--- src/rtl/tlb_repl_if.sv ---
// ---------------------------------------------------------------------------
// tlb_repl_if
//   Signal bundle between a TLB lookup/refill agent and tlb_repl_ctrl.
//
//   hit_valid    agent -> ctrl  lookup hit this cycle
//   hit_bit[8]   agent -> ctrl  one-hot hit way vector (qualified by hit_valid)
//   miss_valid   agent -> ctrl  refill victim requested
//   miss_ready   ctrl -> agent  controller idle, will accept a miss
//   victim_valid ctrl -> agent  victim_way valid and stable
//   victim_way   ctrl -> agent  way chosen for refill
//   refill_done  agent -> ctrl  refill written into victim_way
//   refill_abort agent -> ctrl  refill cancelled (page-walk fault)
//   flush        agent -> ctrl  invalidate all ways
//   plru_state   ctrl -> agent  tree-PLRU bits (bit0 unused, always 0)
//   valid_vec    ctrl -> agent  per-way valid bits
//
//   slave  : the controller side
//   master : the agent side
// ---------------------------------------------------------------------------
interface tlb_repl_if;
  logic       hit_valid;
  logic [7:0] hit_bit;
  logic       miss_valid;
  logic       miss_ready;
  logic       victim_valid;
  logic [2:0] victim_way;
  logic       refill_done;
  logic       refill_abort;
  logic       flush;
  logic [7:0] plru_state;
  logic [7:0] valid_vec;

  modport slave (
    input  hit_valid, hit_bit, miss_valid, refill_done, refill_abort, flush,
    output miss_ready, victim_valid, victim_way, plru_state, valid_vec
  );

  modport master (
    output hit_valid, hit_bit, miss_valid, refill_done, refill_abort, flush,
    input  miss_ready, victim_valid, victim_way, plru_state, valid_vec
  );
endinterface

--- src/rtl/tlb_repl_ctrl.sv ---
// ---------------------------------------------------------------------------
// tlb_repl_ctrl
//   Replacement controller for an 8-way TLB. Keeps a 7-node tree pseudo-LRU
//   (nodes 1..7, node 1 is the root, 2..3 second level, 4..7 leaves) plus a
//   valid bit per way, and hands out a refill victim through a two-state
//   miss/refill handshake.
//
//   Ports:
//     clk    sole clock, rising edge
//     reset  synchronous active-high reset, overrides every input
//     bus    tlb_repl_if.slave (see rtl/tlb_repl_if.sv for the signal list)
//
//   Configuration:
//     TLB_REPL_INVALID_FIRST_EN  when defined, a miss accepted while any way
//                                is invalid picks the lowest-index invalid way;
//                                otherwise (and in the default build) the
//                                victim is always the tree-PLRU choice.
// ---------------------------------------------------------------------------
module tlb_repl_ctrl (
  input  logic        clk,
  input  logic        reset,
  tlb_repl_if.slave   bus
);

  typedef enum logic {
    IDLE = 1'b0,
    WAIT = 1'b1
  } state_t;

  state_t     state_reg,  state_next;
  logic [7:0] plru_reg,   plru_next;
  logic [7:0] valid_reg,  valid_next;
  logic [2:0] victim_reg, victim_next;

  logic [2:0] hit_way;
  logic       hit_upd;
  logic [2:0] accept_victim;
  logic [7:0] victim_onehot;
  logic [7:0] plru_after_hit;

  genvar gi;

  // OR-reduction encoder. Exact for one-hot vectors; for multi-hot vectors
  // it still gives a fixed, well-defined (non-priority) index.
  function automatic logic [2:0] encode_or(input logic [7:0] vec);
    logic [3:0] nib;
    logic [1:0] pair;
    nib  = vec[7:4] | vec[3:0];
    pair = nib[3:2] | nib[1:0];
    return {|vec[7:4], |nib[3:2], pair[1]};
  endfunction

  // Mark way {a,b,c} most recently used: each node on its path is pointed
  // at the opposite subtree.
  function automatic logic [7:0] plru_touch(input logic [7:0] p,
                                            input logic [2:0] way);
    logic [7:0] r;
    r                              = p;
    r[1]                           = ~way[2];
    r[{2'b01, way[2]}]             = ~way[1];
    r[{1'b1, way[2], way[1]}]      = ~way[0];
    r[0]                           = 1'b0;
    return r;
  endfunction

  // Follow the node bits from the root down to a leaf.
  function automatic logic [2:0] plru_victim(input logic [7:0] p);
    logic a;
    logic b;
    logic c;
    a = p[1];
    b = p[{2'b01, a}];
    c = p[{1'b1, a, b}];
    return {a, b, c};
  endfunction

  assign hit_way = encode_or(bus.hit_bit);
  assign hit_upd = bus.hit_valid & (|bus.hit_bit);

  // One-hot form of the held victim, used to set its valid bit on refill.
  generate
    for (gi = 0; gi < 8; gi++) begin : g_victim_dec
      assign victim_onehot[gi] = (victim_reg == 3'(gi));
    end
  endgenerate

`ifdef TLB_REPL_INVALID_FIRST_EN
  logic [7:0] invalid_vec;
  logic [7:0] below_invalid;
  logic [7:0] first_invalid;

  assign invalid_vec      = ~valid_reg;
  assign below_invalid[0] = 1'b0;

  // below_invalid[i]: some way with a lower index is already invalid.
  generate
    for (gi = 1; gi < 8; gi++) begin : g_below_inv
      assign below_invalid[gi] = |invalid_vec[gi-1:0];
    end
  endgenerate

  assign first_invalid = invalid_vec & ~below_invalid;
  assign accept_victim = (valid_reg != 8'hFF) ? encode_or(first_invalid)
                                              : plru_victim(plru_reg);
`else
  assign accept_victim = plru_victim(plru_reg);
`endif

  // A hit is folded in first; a refill committing in the same cycle then
  // updates on top of the post-hit tree.
  assign plru_after_hit = hit_upd ? plru_touch(plru_reg, hit_way) : plru_reg;

  always_comb begin
    state_next  = state_reg;
    victim_next = victim_reg;
    plru_next   = plru_after_hit;
    valid_next  = valid_reg;

    case (state_reg)
      IDLE: begin
        if (bus.miss_valid) begin
          victim_next = accept_victim;
          state_next  = WAIT;
        end
      end
      WAIT: begin
        // victim_reg is deliberately never touched here so the way handed
        // to the refill agent stays stable for the whole refill.
        if (bus.refill_done) begin
          plru_next  = plru_touch(plru_after_hit, victim_reg);
          valid_next = valid_reg | victim_onehot;
          state_next = IDLE;
        end else if (bus.refill_abort) begin
          state_next = IDLE;
        end
      end
      default: begin
        state_next = IDLE;
      end
    endcase

    // Flush only invalidates; it wins over a simultaneous refill's valid set
    // but leaves the tree and the handshake alone.
    if (bus.flush) begin
      valid_next = 8'h00;
    end
  end

  always_ff @(posedge clk) begin
    if (reset) begin
      state_reg  <= IDLE;
      plru_reg   <= 8'h00;
      valid_reg  <= 8'h00;
      victim_reg <= 3'd0;
    end else begin
      state_reg  <= state_next;
      plru_reg   <= plru_next;
      valid_reg  <= valid_next;
      victim_reg <= victim_next;
    end
  end

  assign bus.miss_ready   = (state_reg == IDLE);
  assign bus.victim_valid = (state_reg == WAIT);
  assign bus.victim_way   = victim_reg;
  assign bus.plru_state   = plru_reg;
  assign bus.valid_vec    = valid_reg;

endmodule
--- src/flat_wrapper.sv ---
// flat-port wrapper written by rule: the top's interface ports become plain ports
module tlb_repl_ctrl_flat 
  (clk, reset, bus_hit_valid, bus_hit_bit, bus_miss_valid, bus_refill_done, bus_refill_abort, bus_flush, bus_miss_ready, bus_victim_valid, bus_victim_way, bus_plru_state, bus_valid_vec);
  tlb_repl_if bus_i ();
  input  logic clk;
  input  logic reset;
  input wire logic [$bits(bus_i.hit_valid)-1:0] bus_hit_valid;
  input wire logic [$bits(bus_i.hit_bit)-1:0] bus_hit_bit;
  input wire logic [$bits(bus_i.miss_valid)-1:0] bus_miss_valid;
  input wire logic [$bits(bus_i.refill_done)-1:0] bus_refill_done;
  input wire logic [$bits(bus_i.refill_abort)-1:0] bus_refill_abort;
  input wire logic [$bits(bus_i.flush)-1:0] bus_flush;
  output wire logic [$bits(bus_i.miss_ready)-1:0] bus_miss_ready;
  output wire logic [$bits(bus_i.victim_valid)-1:0] bus_victim_valid;
  output wire logic [$bits(bus_i.victim_way)-1:0] bus_victim_way;
  output wire logic [$bits(bus_i.plru_state)-1:0] bus_plru_state;
  output wire logic [$bits(bus_i.valid_vec)-1:0] bus_valid_vec;
  assign bus_i.hit_valid = bus_hit_valid;
  assign bus_i.hit_bit = bus_hit_bit;
  assign bus_i.miss_valid = bus_miss_valid;
  assign bus_i.refill_done = bus_refill_done;
  assign bus_i.refill_abort = bus_refill_abort;
  assign bus_i.flush = bus_flush;
  assign bus_miss_ready = bus_i.miss_ready;
  assign bus_victim_valid = bus_i.victim_valid;
  assign bus_victim_way = bus_i.victim_way;
  assign bus_plru_state = bus_i.plru_state;
  assign bus_valid_vec = bus_i.valid_vec;
  tlb_repl_ctrl u_core (.clk(clk), .reset(reset), .bus(bus_i));
endmodule
--- config.mk ---
export PLATFORM = sky130hd
export DESIGN_NAME = tlb_repl_ctrl_flat
export DESIGN_NICKNAME = d
export VERILOG_FILES = /design/src/rtl/tlb_repl_if.sv /design/src/rtl/tlb_repl_ctrl.sv /design/src/flat_wrapper.sv
export SDC_FILE = /design/constraint.sdc
export NUM_CORES = 1
export LEC_CHECK = 0
export BUFFER_PORTS_ARGS = -buffer_cell sky130_fd_sc_hd__buf_2
export CELL_PAD_IN_SITES_DETAIL_PLACEMENT = 0
export CELL_PAD_IN_SITES_GLOBAL_PLACEMENT = 1
export CORE_MARGIN = 2
export CORE_UTILIZATION = 36
export CTS_CLUSTER_DIAMETER = 30
export CTS_CLUSTER_SIZE = 8
export DETAILED_ROUTE_END_ITERATION = 16
export PLACE_DENSITY_LB_ADDON = 0.1
export SLEW_MARGIN = 30
export SYNTH_ARGS = -nofsm -noshare
export SYNTH_HDL_FRONTEND = slang
export SYNTH_SLANG_ARGS = --single-unit
export TNS_END_PERCENT = 100
--- constraint.sdc ---
create_clock -name clk -period 2.6 [get_ports clk]
set_clock_uncertainty 0.1 [all_clocks]
set_input_delay 0.13 -clock clk [delete_from_list [all_inputs] [get_ports clk]]
set_output_delay 0.13 -clock clk [all_outputs]
set_load 0.03 [all_outputs]
==> results.ini <==
[outcome]
outcome=completed

[run]
cap_viol_max_count=0

[clocking]
post_cts_buffers=0
clock-sinks=20
max-clock-path-buffers=2
cts_htree_levels=1
cts_buffers=3
cts_root_buf=clkbuf_4
clk_latency_ns=0.29
clk_pin_slew_ns=0.11
cts_tree=done

[logic_synthesis]
synthMostInstantiatedCell=dfxtp_1
synthMuxAreaShare_pct=5.59
synth_top_area_share_pct=43.7
async_reset_ff_share_pct=0
synth_area_leaders=dfxtp_1, nor2_1, a21oi_1, mux2i_1, nor3_1
syn_avg_cell_area_um2=8.82
synthSimpleGateAreaFrac_pct=23.6
ys_types=32
syn-cell-area_um2=917
ys_warn_count=0
ys_ff_latch=20
syn_nets=119
synth-adder-area-share_pct=0
synth_edf_count=0
synthXorXnorAreaFrac_pct=0
ys.flop_type=dfxtp_1
ys_top_cells_by_count=dfxtp_1, nor2_1, a21oi_1
synth_top_family_by_area=simple AND/OR/NAND/NOR gates
seq_area_frac_synth_pct=43.7
synth_compound_area_share_pct=22.2
yosys.area.top_type=dfxtp_1
synthCells=104

[timing]
worst-slew-pin-transition_ns=0.729
setup_viol=0
hold_slack_ns=0.0345
timing.fmax_mhz=651
relSlewSlack_pct=50.9
finalMaxSlewViolations=0
timing.setup.tns_ns=0
post-route-min-period_ns=1.54
hold_viol_final=0
finalCritPeriodShare_pct=59.1
grt_setup_unrepaired=false

[floorplan]
die_h_um=54.5
core-area_mm2=0.00245
die_x_um=54.5
rows=18
die-area_mm2=0.00297
top_level_ports=36
start_util_pct=37.4

[placed_design]
dpl.cell_count=164
place.gp.congestion=0.751
portBuffers=35
dp_hpwl_mm=1.75

[global_routing]
grt_pass1_vias=782
grt_max_degree=19
grt_pass1_wl_mm=3.52
grt_overflow=0
grt_usage_pct=16.6
antenna_found_initial=0

[drt]
dr.pass1.iters=4
drc=0
postRouteAntennaNets=0
viasPerCell=5.30
dr_total_vias=906
routed_wl_mm=2.30
wl_per_cell_um=13.5
drtIter0Drc=12

[worst_setup_path]
setup.worst_path.start_class=flop
end_kind=flop
critPathArrivalTime_ns=1.65
path_max_fanout=7
worstSetupPathType=reg2reg
crit_required_ns=2.71

[final_layout]
final_util_pct=48.0
final-instance-count-excl-fill=171
nNetsFinal=157
drive_gt1_share_pct=30.5
area_growth_pct=28.5
antenna_cells=0

[power]
vdd_drop_max_v=0.000441
power.leakage_nw=0.508
power_mw=0.666
power_density_mw_per_mm2=565

[min_path]
hold_path_class=in2reg

[registers in the layout (all words and copies together) (netlist names)]
| signal | flops |
|---|---|
| u_core.bus.plru_state | 8 |
| u_core.bus.victim_way | 3 |
| u_core.bus.victim_valid | 1 |
| u_core.bus.valid_vec | 8 |
[final timing paths]
| path | slack, ns | to | from | cells past startpoint |
|---|---|---|---|---|
| hold / removal | 0.03 | u_core.bus.plru_state[0] | bus_hit_bit[0] | 4 |
| setup reg to reg | 1.06 | u_core.bus.plru_state[7] | u_core.bus.victim_valid | 4 |
| hold reg to reg | 0.36 | u_core.bus.plru_state[0] | u_core.bus.plru_state[0] | 2 |
| setup / recovery | 1.06 | u_core.bus.plru_state[7] | u_core.bus.victim_valid | 4 |
[logic make-up after synthesis]
family,count (synthesis)
buf+inv,8
flops,20
compound gates,29
simple gates,42
mux,5
[routing by layer]
metal	GRT usage, %	up-vias	wire [um]
li1	-	460	-
met1	22.3	423	1120
met2	26.9	21	1040
met3	2.46	2	127
met4	6.25	0	16
met5	0	-	0
[layout make-up]
cell class	count	area, um2
inverter	3	11.3
clock buffer	3	22.5
tap	30	37.5
timing repair buffer	38	205
clock inverter	1	30.0
multi-input combinational	76	472
sequential	20	400
fill	257	1280
[cells in the final DEF (no fill, tap or decap), types with 3 or more instances in the layout]
cell type	count
a21oi_1	9
a31oi_1	3
buf_2	35
clkbuf_4	3
dfxtp_1	20
dlygate4sd3_1	3
inv_1	3
mux2i_1	4
nand2_1	5
nand3b_1	3
nor2_1	17
nor3_1	7
o21a_1	4
[through the flow]
step                      setup slack [ns]  cell area (um2)
final                                 1.06             1180
after global routing                 0.916             1180
after CTS                             1.06             1180
after detailed placement              1.00             1100
after global placement               0.994             1100
after floorplan                       1.12              917
[power by group]
group          internal, mW  leakage [nW]  switching, mW  total [mW]
Clock                 0.156        0.0279         0.0928       0.248
Sequential            0.314         0.162         0.0121       0.326
Combinational        0.0338         0.318         0.0569      0.0907
Total                 0.504         0.508          0.162       0.666
[repair_timing]
| action | CTS | global route |
|---|---|---|
| hold buffers | 3 | 0 |
| resized for setup | 0 | 0 |
| endpoints found under the hold margin | 7 | 0 |
[worst max-delay path, cell delays in order (launching register included)]
cell and delay, ns:
dfxtp_1 0.43, nand3_1 0.21, nor2_1 0.36, a21oi_1 0.08, a221oi_1 0.28
Note: power is estimated with default switching activity, not from simulation.
